## config.mk

```make
export PLATFORM = sky130hd
export DESIGN_NAME = fence_sequencer
export DESIGN_NICKNAME = d
export VERILOG_FILES = /design/src/rtl/fence_seq_pkg.sv /design/src/rtl/fence_done_tracker.sv /design/src/rtl/fence_sequencer.sv
export SDC_FILE = /design/constraint.sdc
export NUM_CORES = 1
export LEC_CHECK = 0
export CORE_MARGIN = 4
export CORE_UTILIZATION = 36
export DETAILED_ROUTE_END_ITERATION = 10
export GPL_TIMING_DRIVEN = 0
export PLACE_DENSITY = 0.85
export SLEW_MARGIN = 40
export SYNTH_ARGS = -nofsm -noshare
export SYNTH_HDL_FRONTEND = slang
export SYNTH_HIERARCHICAL = 1
export SYNTH_SLANG_ARGS = --single-unit
export TNS_END_PERCENT = 30
```

## constraint.sdc

```tcl
create_clock -name CLK -period 2.5 [get_ports CLK]
set_clock_uncertainty 0.1 [all_clocks]
set_input_delay 0.75 -clock CLK [delete_from_list [all_inputs] [get_ports CLK]]
set_output_delay 0.75 -clock CLK [all_outputs]
set_load 0.05 [all_outputs]
```

## src/rtl/fence_seq_pkg.sv

```systemverilog
// fence_seq_pkg: shared state encoding and defaults for the fence sequencer
package fence_seq_pkg;

    typedef enum logic [2:0] {
        IDLE,
        C_ISSUE,
        C_WAIT,
        T_ISSUE,
        T_WAIT,
        DONE
    } fence_state_t;

    localparam int FENCE_TIMEOUT_DEFAULT = 1024;

endpackage

```

## src/rtl/fence_done_tracker.sv

```systemverilog
// fence_done_tracker: sticky I/D completion flags for one issue/wait phase
module fence_done_tracker (
    input  logic CLK,
    input  logic nRST,
    input  logic issue,
    input  logic wait_en,
    input  logic i_done,
    input  logic d_done,
    output logic both_done
);

    logic i_ok;
    logic d_ok;

    // Issue overwrites stale flags while still catching same-cycle completions
    always_ff @(posedge CLK or negedge nRST) begin
        if (!nRST) begin
            i_ok <= 1'b0;
            d_ok <= 1'b0;
        end else if (issue) begin
            i_ok <= i_done;
            d_ok <= d_done;
        end else if (wait_en) begin
            i_ok <= i_ok | i_done;
            d_ok <= d_ok | d_done;
        end
    end

    assign both_done = (i_ok | i_done) & (d_ok | d_done);

endmodule

```

## src/rtl/fence_sequencer.sv

```systemverilog
// fence_sequencer: sequences cache flush and TLB fence pulses for FENCE.I / SFENCE.VMA
// Optional feature macro: ADDRESS_TRANSLATION_EN (TLB phase and operand latching)
module fence_sequencer
    import fence_seq_pkg::*;
#(
    parameter int ASID_W         = 9,
    parameter int TIMEOUT_CYCLES = FENCE_TIMEOUT_DEFAULT
) (
    input  logic              CLK,
    input  logic              nRST,
    input  logic              ifence_req,
    input  logic              sfence_req,
    input  logic [ASID_W-1:0] sfence_asid,
    input  logic [31:0]       sfence_va,
    output logic              icache_flush,
    output logic              dcache_flush,
    input  logic              iflush_done,
    input  logic              dflush_done,
    output logic              itlb_fence,
    output logic              dtlb_fence,
    input  logic              itlb_fence_done,
    input  logic              dtlb_fence_done,
    output logic [ASID_W-1:0] fence_asid,
    output logic [31:0]       fence_va,
    output logic              fence_stall,
    output logic              fence_done,
    output logic              fence_timeout
);

`ifdef ADDRESS_TRANSLATION_EN
    localparam bit TLB_EN = 1'b1;
`else
    localparam bit TLB_EN = 1'b0;
`endif
    localparam int CNT_W = (TIMEOUT_CYCLES > 0) ? $clog2(TIMEOUT_CYCLES + 1) : 1;

    fence_state_t     state;
    logic             s_pend;
    logic [CNT_W-1:0] cnt;
    logic             cache_pulse;
    logic             tlb_pulse;
    logic             c_both;
    logic             t_both;
    logic             tmo;

    assign tmo = (TIMEOUT_CYCLES != 0) && (cnt == CNT_W'(TIMEOUT_CYCLES - 1));

    fence_done_tracker u_cache (
        .CLK       (CLK),
        .nRST      (nRST),
        .issue     (state == C_ISSUE),
        .wait_en   (state == C_WAIT),
        .i_done    (iflush_done),
        .d_done    (dflush_done),
        .both_done (c_both)
    );

`ifdef ADDRESS_TRANSLATION_EN
    fence_done_tracker u_tlb (
        .CLK       (CLK),
        .nRST      (nRST),
        .issue     (state == T_ISSUE),
        .wait_en   (state == T_WAIT),
        .i_done    (itlb_fence_done),
        .d_done    (dtlb_fence_done),
        .both_done (t_both)
    );

    // Operands are captured at acceptance so they stay stable while the pipeline is stalled
    always_ff @(posedge CLK or negedge nRST) begin
        if (!nRST) begin
            fence_asid <= '0;
            fence_va   <= '0;
        end else if (state == IDLE && (ifence_req || sfence_req)) begin
            fence_asid <= sfence_asid;
            fence_va   <= sfence_va;
        end
    end
`else
    logic unused_tlb;

    assign t_both     = 1'b0;
    assign fence_asid = '0;
    assign fence_va   = '0;
    assign unused_tlb = ^{itlb_fence_done, dtlb_fence_done, sfence_asid, sfence_va};
`endif

    // Sequencer state, registered one-cycle pulses and per-wait timeout counter
    always_ff @(posedge CLK or negedge nRST) begin
        if (!nRST) begin
            state         <= IDLE;
            s_pend        <= 1'b0;
            cnt           <= '0;
            cache_pulse   <= 1'b0;
            tlb_pulse     <= 1'b0;
            fence_done    <= 1'b0;
            fence_timeout <= 1'b0;
        end else begin
            cache_pulse   <= 1'b0;
            tlb_pulse     <= 1'b0;
            fence_done    <= 1'b0;
            fence_timeout <= 1'b0;
            cnt           <= cnt + 1'b1;
            case (state)
                IDLE: begin
                    s_pend <= sfence_req;
                    if (ifence_req) begin
                        state       <= C_ISSUE;
                        cache_pulse <= 1'b1;
                    end else if (sfence_req && TLB_EN) begin
                        state     <= T_ISSUE;
                        tlb_pulse <= 1'b1;
                    end else if (sfence_req) begin
                        state      <= DONE;
                        fence_done <= 1'b1;
                    end
                end
                C_ISSUE: begin
                    state <= C_WAIT;
                    cnt   <= '0;
                end
                T_ISSUE: begin
                    state <= T_WAIT;
                    cnt   <= '0;
                end
                C_WAIT: begin
                    if (c_both && s_pend && TLB_EN) begin
                        state     <= T_ISSUE;
                        tlb_pulse <= 1'b1;
                    end else if (c_both || tmo) begin
                        state         <= DONE;
                        fence_done    <= 1'b1;
                        fence_timeout <= !c_both;
                    end
                end
                T_WAIT: begin
                    if (t_both || tmo) begin
                        state         <= DONE;
                        fence_done    <= 1'b1;
                        fence_timeout <= !t_both;
                    end
                end
                DONE: begin
                    state  <= IDLE;
                    s_pend <= 1'b0;
                end
                default: state <= IDLE;
            endcase
        end
    end

    assign icache_flush = cache_pulse;
    assign dcache_flush = cache_pulse;
    assign itlb_fence   = tlb_pulse;
    assign dtlb_fence   = tlb_pulse;
    assign fence_stall  = nRST & (((state != IDLE) && (state != DONE)) ||
                                  ((state == IDLE) && (ifence_req || sfence_req)));

endmodule

```

Word level (Yosys, flattened, before mapping)
Index checks and enable logic that the tools add are counted. Widths: inputs -> output; s select.

$add $sub $neg: 1. Eq/ne operators: 9. Muxes and demuxes: 19. Bitwise gates (word level): 4. Reductions and logical operators: 11.

Operator list (number): $pmux 3 s5 (1); $mux 3 (4); $add 11x1->11 const B (1); $eq 11x10->1 const B (1); $mux 1 (11); $mux 11 (1); $eq 3x2->1 const B (2); $ne 3x3->1 const B (2); $ne 2x2->1 const B (2); $eq 3x1->1 const B (1); $eq 3x3->1 const B (1); $logic_not 3->1 (1); $logic_or 1x1->1 (3); $pmux 1 s3 (1); $reduce_and 3->1 (1); $reduce_bool 3->1 (1); $and 1x1->1 (2); $logic_and 1x1->1 (2); $or 1x1->1 (2); $pmux 1 s2 (1); $reduce_bool 2->1 (1); $reduce_or 2->1 (1); $logic_not 1->1 (1).

Register bits: 19. Output and inout bits: 48. Word-level logic and storage cells: 51.

Longest topological paths before layout
Gate-level depths: netlist of the first run.

Word-level depth: 5. Gate-level depth with buffers: 5. Gate-level depth less buffers: 5.

Cells and area by module
The synthesis of the first run kept the hierarchy.

Modules (own cells, without submodules): fence_sequencer (instances 1, cells an instance 128, area an instance 1169.9 um^2, seq. area each 425.4 um^2); fence_done_tracker (instances 1, cells an instance 9, area an instance 86.3 um^2, seq. area each 50.0 um^2).

Worst setup path after synthesis of the first run
No wires, ideal clock.

Path kind: input port to output port. Start: in ifence_req. End: out fence_stall. Arrival time: 1364 ps. Required time: 1650 ps. Setup slack: 286 ps. Stages on the path: 3. Path buffers: 0. Cell sequence: nor4_1 -> a21oi_1 -> o21a_1.

Longest elaborated chain between the ends: 4.

Ends and longest elaborated chain: from (decl) (RTL line fence_sequencer.sv:11) `input logic ifence_req,`; $logic_or 1x1->1 (RTL line fence_sequencer.sv:157) `((state == IDLE) && (ifence_req || sfence_req)));`; $logic_and 1x1->1 (RTL line fence_sequencer.sv:157); $logic_or 1x1->1 (RTL line fence_sequencer.sv:156) `assign fence_stall = nRST & (((state != IDLE) && (state != DONE)) ||`; $and 1x1->1 (RTL line fence_sequencer.sv:156); to (decl) (RTL line fence_sequencer.sv:25) `output logic fence_stall,`.

Every way passes these cells.

Worst setup path after layout of the first run
Ends and elaborated chain as after synthesis.

==> impl_metrics.tcl, run 1 <==
set metrics [dict create \
    grt_start_max_net_pins 21 \
    layout.nets 243 \
    worstSetupStartpoint "ifence_req" \
    cts_num_sinks 19 \
    hold_path.class "in -> async" \
    reg2reg_depth 5 \
    grt_pass1_wl_um 3220 \
    crit_path_end_kind "output port" \
    vdd_drop_max_v 0.000304 \
    wl_per_cell_um 8.79 \
    crit_type "in -> out" \
    dpl.hpwl_um 1700 \
    path_clk_slew_ns 0.11 \
    ys_ff_latch 19 \
    drt_iter0_drc 11 \
    vias 921 \
    pre_cts_ws_ns -0.728 \
    vias_per_cell 3.87 \
    numCtsBuffers 3 \
    cap_violations 0 \
    worst_pin_slew_ns 0.499 \
    ctsHoldBuffers 0 \
    clockBufferDepth 2 \
    avgSynthCellArea_um2 9.17 \
    cp_max_fo 4 \
    dieArea_um2 4500 \
    power_density_nw_per_um2 779 \
    cp.required_ns 1.65 \
    io-pin-count 97 \
    insertion_delay_ns 0.30 \
    fp-row-count 21 \
    multi_input_area_um2 582 \
    r2r_start "cnt[0]$_DFF_PN0_" \
    grt_pass1_vias 777 \
    syn2layout_area_growth_pct 26.6 \
    cts_tree "built" \
    initial_core_util_pct 37.4 \
    dp_cells 235 \
    antennaDiodeCount 0 \
    final.period_utilization_pct 97.8 \
    cts_setup_buffers 0 \
    cts_root_buf "clkbuf_4" \
    final_cells 238 \
    setup_ws_ns 0.0538 \
    fin_setup_tns_ns 0 \
    p_leak_nw 0.827 \
    whs_ns 0.272 \
    first_pass_iters 4 \
    critPathLaunchType "input pin" \
    synth_top_area_cell "dfrtp_1" \
    cp.arrival_ns 1.60 \
    seq_area_um2 475 \
    final_area_um2 1590 \
    yosysUniqueCellTypes 31 \
    period_minus_slack_ns 2.45 \
    port_buffers 10 \
    timing_hold_violations_final 0 \
    setup_viol_count_final 0 \
    gp_congestion 0.786 \
    slew_headroom_pct 66.6 \
    netlist_area_um2 1260 \
    yosys_warnings 6 \
    antenna_found_initial 0 \
    report.final.slew_viol_count 0 \
    post-route-util_pct 47.3 \
    core_um2 3360 \
    cts_max_level 1 \
    fp.dieW_um 67.1 \
    dpl_cell_area_um2 1570 \
    seq_area_frac_synth_pct 37.8 \
    finalPower_mw 1.24 \
    grt.total_usage_pct 9.61 \
    drtAntennaViolNets 0 \
    gr-total-overflow 0 \
    netlist_instances 137 \
    fmax_ghz 0.409 \
    fp.dieH_um 67.1 \
    fill_cells 324 \
    layout-drive-gt1-share_pct 29.2 \
    outcome "complete, no violations" \
    synth_top_area_share_pct 37.8 \
    rsz0062_at_grt "false" \
    yosys-top-cells-area "dfrtp_1 38%, buf_4 26%, xor2_1 3.5%, nor2_1 2.7%, a21oi_1 2.4%" \
    route.detailed.drc 0 \
    route.final.wire_length_um 2090 \
]
layout make-up:
class	instances	share of cell area [%]
Multi-Input combinational cell	109	36.6
Sequential cell	19	29.9
Buffer	47	21.5
Timing Repair Buffer	10	5.98
Tap cell	46	3.62
Clock buffer	3	1.42
Inverter	3	0.708
Clock inverter	1	0.315
sequential cells by signal, summed over array words and instances (netlist names):
signal	cells
state	3
cnt	11
u_cache/d_ok	1
dcache_flush	1
fence_timeout	1
u_cache/i_ok	1
fence_done	1
critical path, stage by stage:
cell	delay [ns]
clkdlybuf4s15_1	0.21
nor4_1	0.24
a21oi_1	0.06
o21a_1	0.19
buf_6	0.15
cell families (layout without fill, tap and decap cells):
| logic type | count (synthesis) | in the layout | synth area share (%) |
|---|---|---|---|
| AO/OA/AOI/OAI | 18 | 18 | 8.37 |
| adder cells (fa/ha/maj) | 1 | 1 | 0.996 |
| XOR/XNOR | 6 | 6 | 4.18 |
| other | 1 | 43 | 0.299 |
| flip-flops | 19 | 19 | 37.8 |
| AND/OR/NAND/NOR | 41 | 41 | 19.9 |
| buffers and inverters | 51 | 64 | 28.4 |
cells in the mapped netlist:
master / n
nand3_1: 3
nor4b_1: 1
o21ai_1: 4
o22a_1: 1
ha_1: 1
nor3_1: 5
and4_1: 1
dfrtp_1: 19
a21boi_2: 1
buf_4: 44
nand2b_1: 1
clkbuf_1: 4
o31ai_1: 1
xnor2_1: 1
inv_1: 3
conb_1: 1
a21oi_1: 6
nor4b_4: 1
nor3b_1: 1
nor2_1: 9
o21a_1: 1
nand2_1: 4
xor2_1: 5
nand4_1: 2
o21ai_0: 4
nor2b_1: 3
or3_1: 2
or3_2: 2
nor4_1: 4
nand4_2: 1
and4_2: 1
worst paths after layout:
kind	slack, ns	to
worst min-delay path	0.27	u_cache/d_ok$_DFFE_PN0P_
min in group CLK	0.41	cnt[0]$_DFF_PN0_
worst max register to register	0.69	fence_done$_DFF_PN0_
worst min register to register	0.41	cnt[0]$_DFF_PN0_
max in group asynchronous	1.72	cnt[4]$_DFF_PN0_
worst max-delay path	0.05	fence_stall
layer usage:
layer	vias up	part of all wire (%)	GRT usage, %
li1	489	-	-
met1	396	43	11.3
met2	32	49	15.8
met3	4	5.5	1.85
met4	0	2.0	6.08
met5	-	0	0
timing repair:
action | 4_1_cts | 5_1_grt
gates cloned | 0 | 0
resized for setup | 9 | 1
pin swaps | 1 | 1
setup endpoints to repair | 1 | 1
power breakdown:
part           switching [mW]  total, mW  internal (mW)  leakage, nW
combinational           0.407      0.621          0.214        0.559
sequential             0.0772      0.465          0.387        0.250
clock                  0.0943      0.154         0.0597       0.0177
placed cells by master, fill, tap and decap left out, types with 3 or more instances in the layout:
cell             instances
clkbuf_4                 3
buf_4                   44
clkbuf_1                 3
o21ai_0                  4
nor2b_1                  3
xor2_1                   5
clkdlybuf4s50_1          6
conb_1                  43
nor2_1                   9
nor3_1                   5
o21ai_1                  4
dfrtp_1                 19
nand3_1                  3
inv_1                    3
a21oi_1                  6
nand2_1                  4
nor4_1                   4
Note: power is estimated with default switching activity, not from simulation.
==> run 2, diff against run 1 <==
--- a/config.mk
+++ b/config.mk
@@ -9,10 +9,9 @@
 export CORE_UTILIZATION = 36
 export DETAILED_ROUTE_END_ITERATION = 10
 export GPL_TIMING_DRIVEN = 0
-export PLACE_DENSITY = 0.85
+export PLACE_DENSITY = 0.84
 export SLEW_MARGIN = 40
 export SYNTH_ARGS = -nofsm -noshare
 export SYNTH_HDL_FRONTEND = slang
-export SYNTH_HIERARCHICAL = 1
 export SYNTH_SLANG_ARGS = --single-unit
 export TNS_END_PERCENT = 30
==> impl_metrics.tcl, run 2 <==
set metrics [dict create \
    period_minus_slack_ns 2.42 \
    fmax_ghz 0.414 \
    p_sw_uw 590 \
    r2r_end "state[1]$_DFFE_PN0P_" \
    synthFlopType "dfrtp_1" \
    cts_num_sinks 19 \
    wl_per_cell_um 8.66 \
    port_buffers 10 \
    fp-row-count 21 \
    vias 900 \
    setup_ws_ns 0.0830 \
    path_clk_slew_ns 0.11 \
    antenna_found_initial 0 \
    insertion_delay_ns 0.29 \
    yosysUniqueCellTypes 34 \
    timing_hold_violations_final 0 \
    combPwrFrac_pct 53.8 \
    final_area_um2 1630 \
    rsz0062_at_grt "false" \
    final_cell_mix "45 x buf_4, 43 x conb_1, 19 x dfrtp_1, 13 x nor2_1, 7 x xor2_1" \
    route.final.wire_length_um 2070 \
    synth_most_common_cell "buf_4" \
    gp_congestion 0.759 \
    netlist_area_um2 1290 \
    switching_share_pct 45.9 \
    ys_ff_latch 19 \
    synth_edf_count 0 \
    p_leak_nw 0.885 \
    regMostFlops "cnt" \
    largest_reg_flops 11 \
    grt_pass1_wl_um 3340 \
    fp.dieH_um 67.8 \
    synthTopCellsByCount "45 x buf_4, 19 x dfrtp_1, 13 x nor2_1" \
    crit_path_end_kind "output port" \
    cap_violations 0 \
    dpl.hpwl_um 1670 \
    core_um2 3390 \
    synth_top_area_share_pct 37.0 \
    initial_core_util_pct 37.9 \
    gr-total-overflow 0 \
    grt_start_max_net_pins 21 \
    route.detailed.drc 0 \
    cp_max_fo 10 \
    synth_top_area_cell "dfrtp_1" \
    pre_cts_ws_ns -0.728 \
    crit_type "reg -> out" \
    fp.dieW_um 67.8 \
    drtAntennaViolNets 0 \
    rrSetupSlack_ns 0.86 \
    cp.required_ns 1.65 \
    dpl_cell_area_um2 1600 \
    numCtsBuffers 3 \
    grt_pass1_vias 797 \
    reg2reg_depth 6 \
    grt.total_usage_pct 9.56 \
    drt_iter0_drc 39 \
    power_density_nw_per_um2 790 \
    layout-drive-gt1-share_pct 32.6 \
    worstSetupStartpoint "state[0]$_DFFE_PN0P_" \
    seq_area_frac_synth_pct 37.0 \
    vias_per_cell 3.77 \
    internal_power_uw 695 \
    seq_power_share_pct 34.3 \
    antennaDiodeCount 0 \
    cp.arrival_ns 1.57 \
    critPathLaunchType "flip-flop" \
    cts_tree "built" \
    final_common_cell "buf_4" \
    setup_viol_count_final 0 \
    clkPwrFrac_pct 11.9 \
    syn2layout_area_growth_pct 26.4 \
    netlist_instances 137 \
    io-pin-count 97 \
    r2r_start "cnt[0]$_DFF_PN0_" \
    post-route-util_pct 48.0 \
    yosys_warnings 0 \
    clockBufferDepth 2 \
    outcome "complete, no violations" \
    ctsHoldBuffers 0 \
    hold_path.class "in -> async" \
    fill_cells 322 \
    report.final.slew_viol_count 0 \
    dieArea_um2 4590 \
    cts_setup_buffers 0 \
    cts_max_level 1 \
    cts_root_buf "clkbuf_4" \
    vdd_drop_max_v 0.000267 \
    yosys-top-cells-area "dfrtp_1 37%, buf_4 26%, xor2_1 4.8%, nor2_1 3.8%, nor2b_1 2.9%" \
    avgSynthCellArea_um2 9.39 \
    final.period_utilization_pct 96.7 \
    synthArstFlopShare_pct 100 \
    first_pass_iters 4 \
    layout.nets 244 \
    reg_top3 "cnt x11, state x3" \
]
## run 2: power groups by stage
stage | Sequential (mW) | Combinational [mW] | Clock [mW]
3_3_place_gp | 0.441 | 0.672 | 0
2_1_floorplan | 0.477 | 0.521 | 0
6_report | 0.440 | 0.691 | 0.153
5_1_grt | 0.452 | 0.753 | 0.173
4_1_cts | 0.440 | 0.689 | 0.156
3_5_place_dp | 0.446 | 0.687 | 0
## run 2: layout make-up
type	count	area (um2)	area share [%]
sequential	19	475	29.3
timing repair buffer	10	90.1	5.54
tap	46	57.6	3.54
multi-input combinational	110	608	37.4
clock buffer	3	22.5	1.39
buffer	49	363	22.3
inverter	1	3.75	0.231
clock inverter	1	5.00	0.308
## run 2: layer usage
metal,vias up,part of all wire (%),global-route usage [%]
li1,481,-,-
met1,390,42,10.8
met2,27,50,16.8
met3,2,6.6,2.50
met4,0,1.3,4.22
met5,-,0,0
## run 2: how the worst max path moves through the flow
stage | end | slack [ns] | cells past startpoint
floorplan | fence_stall | 0.29 | 3
global placement | fence_stall | -1.18 | 3
detailed placement | fence_stall | -0.73 | 5
CTS | fence_stall | 0.03 | 5
global route | fence_stall | 0.006 | 5
finish | fence_stall | 0.08 | 5
## run 2: cell families (layout without fill, tap and decap cells)
kind of cell	after synthesis	count (layout)	synth area share [%]
simple gates	41	41	18.6
xor+xnor	9	9	6.13
other cells	1	43	0.292
buf+inv	50	64	28.5
compound gates	16	16	8.56
fa+ha+maj	1	1	0.973
flops	19	19	37.0
## run 2: worst max-delay path, stage by stage, from the launching register on
cell     delay (ns)
dfrtp_1        0.40
buf_2          0.19
nor4_2         0.27
a21oi_1        0.07
o21a_1         0.20
buf_6          0.15
## run 2: through the flow
| stage | hold WS, ns | setup TNS, ns | total power, mW | instances |
|---|---|---|---|---|
| floorplan | 0.348 | 0 | 0.998 | 179 |
| global placement | 0.370 | -1.18 | 1.11 | 235 |
| detailed placement | 0.388 | -0.728 | 1.13 | 235 |
| CTS | 0.290 | 0 | 1.28 | 239 |
| global route | 0.299 | 0 | 1.38 | 239 |
| finish | 0.281 | 0 | 1.28 | 239 |
## run 2: what timing repair did
| item | in CTS | in global routing |
|---|---|---|
| cloned | 0 | 0 |
| setup endpoints to repair | 1 | 1 |
| pin swaps | 1 | 2 |
| gates resized for setup | 9 | 3 |
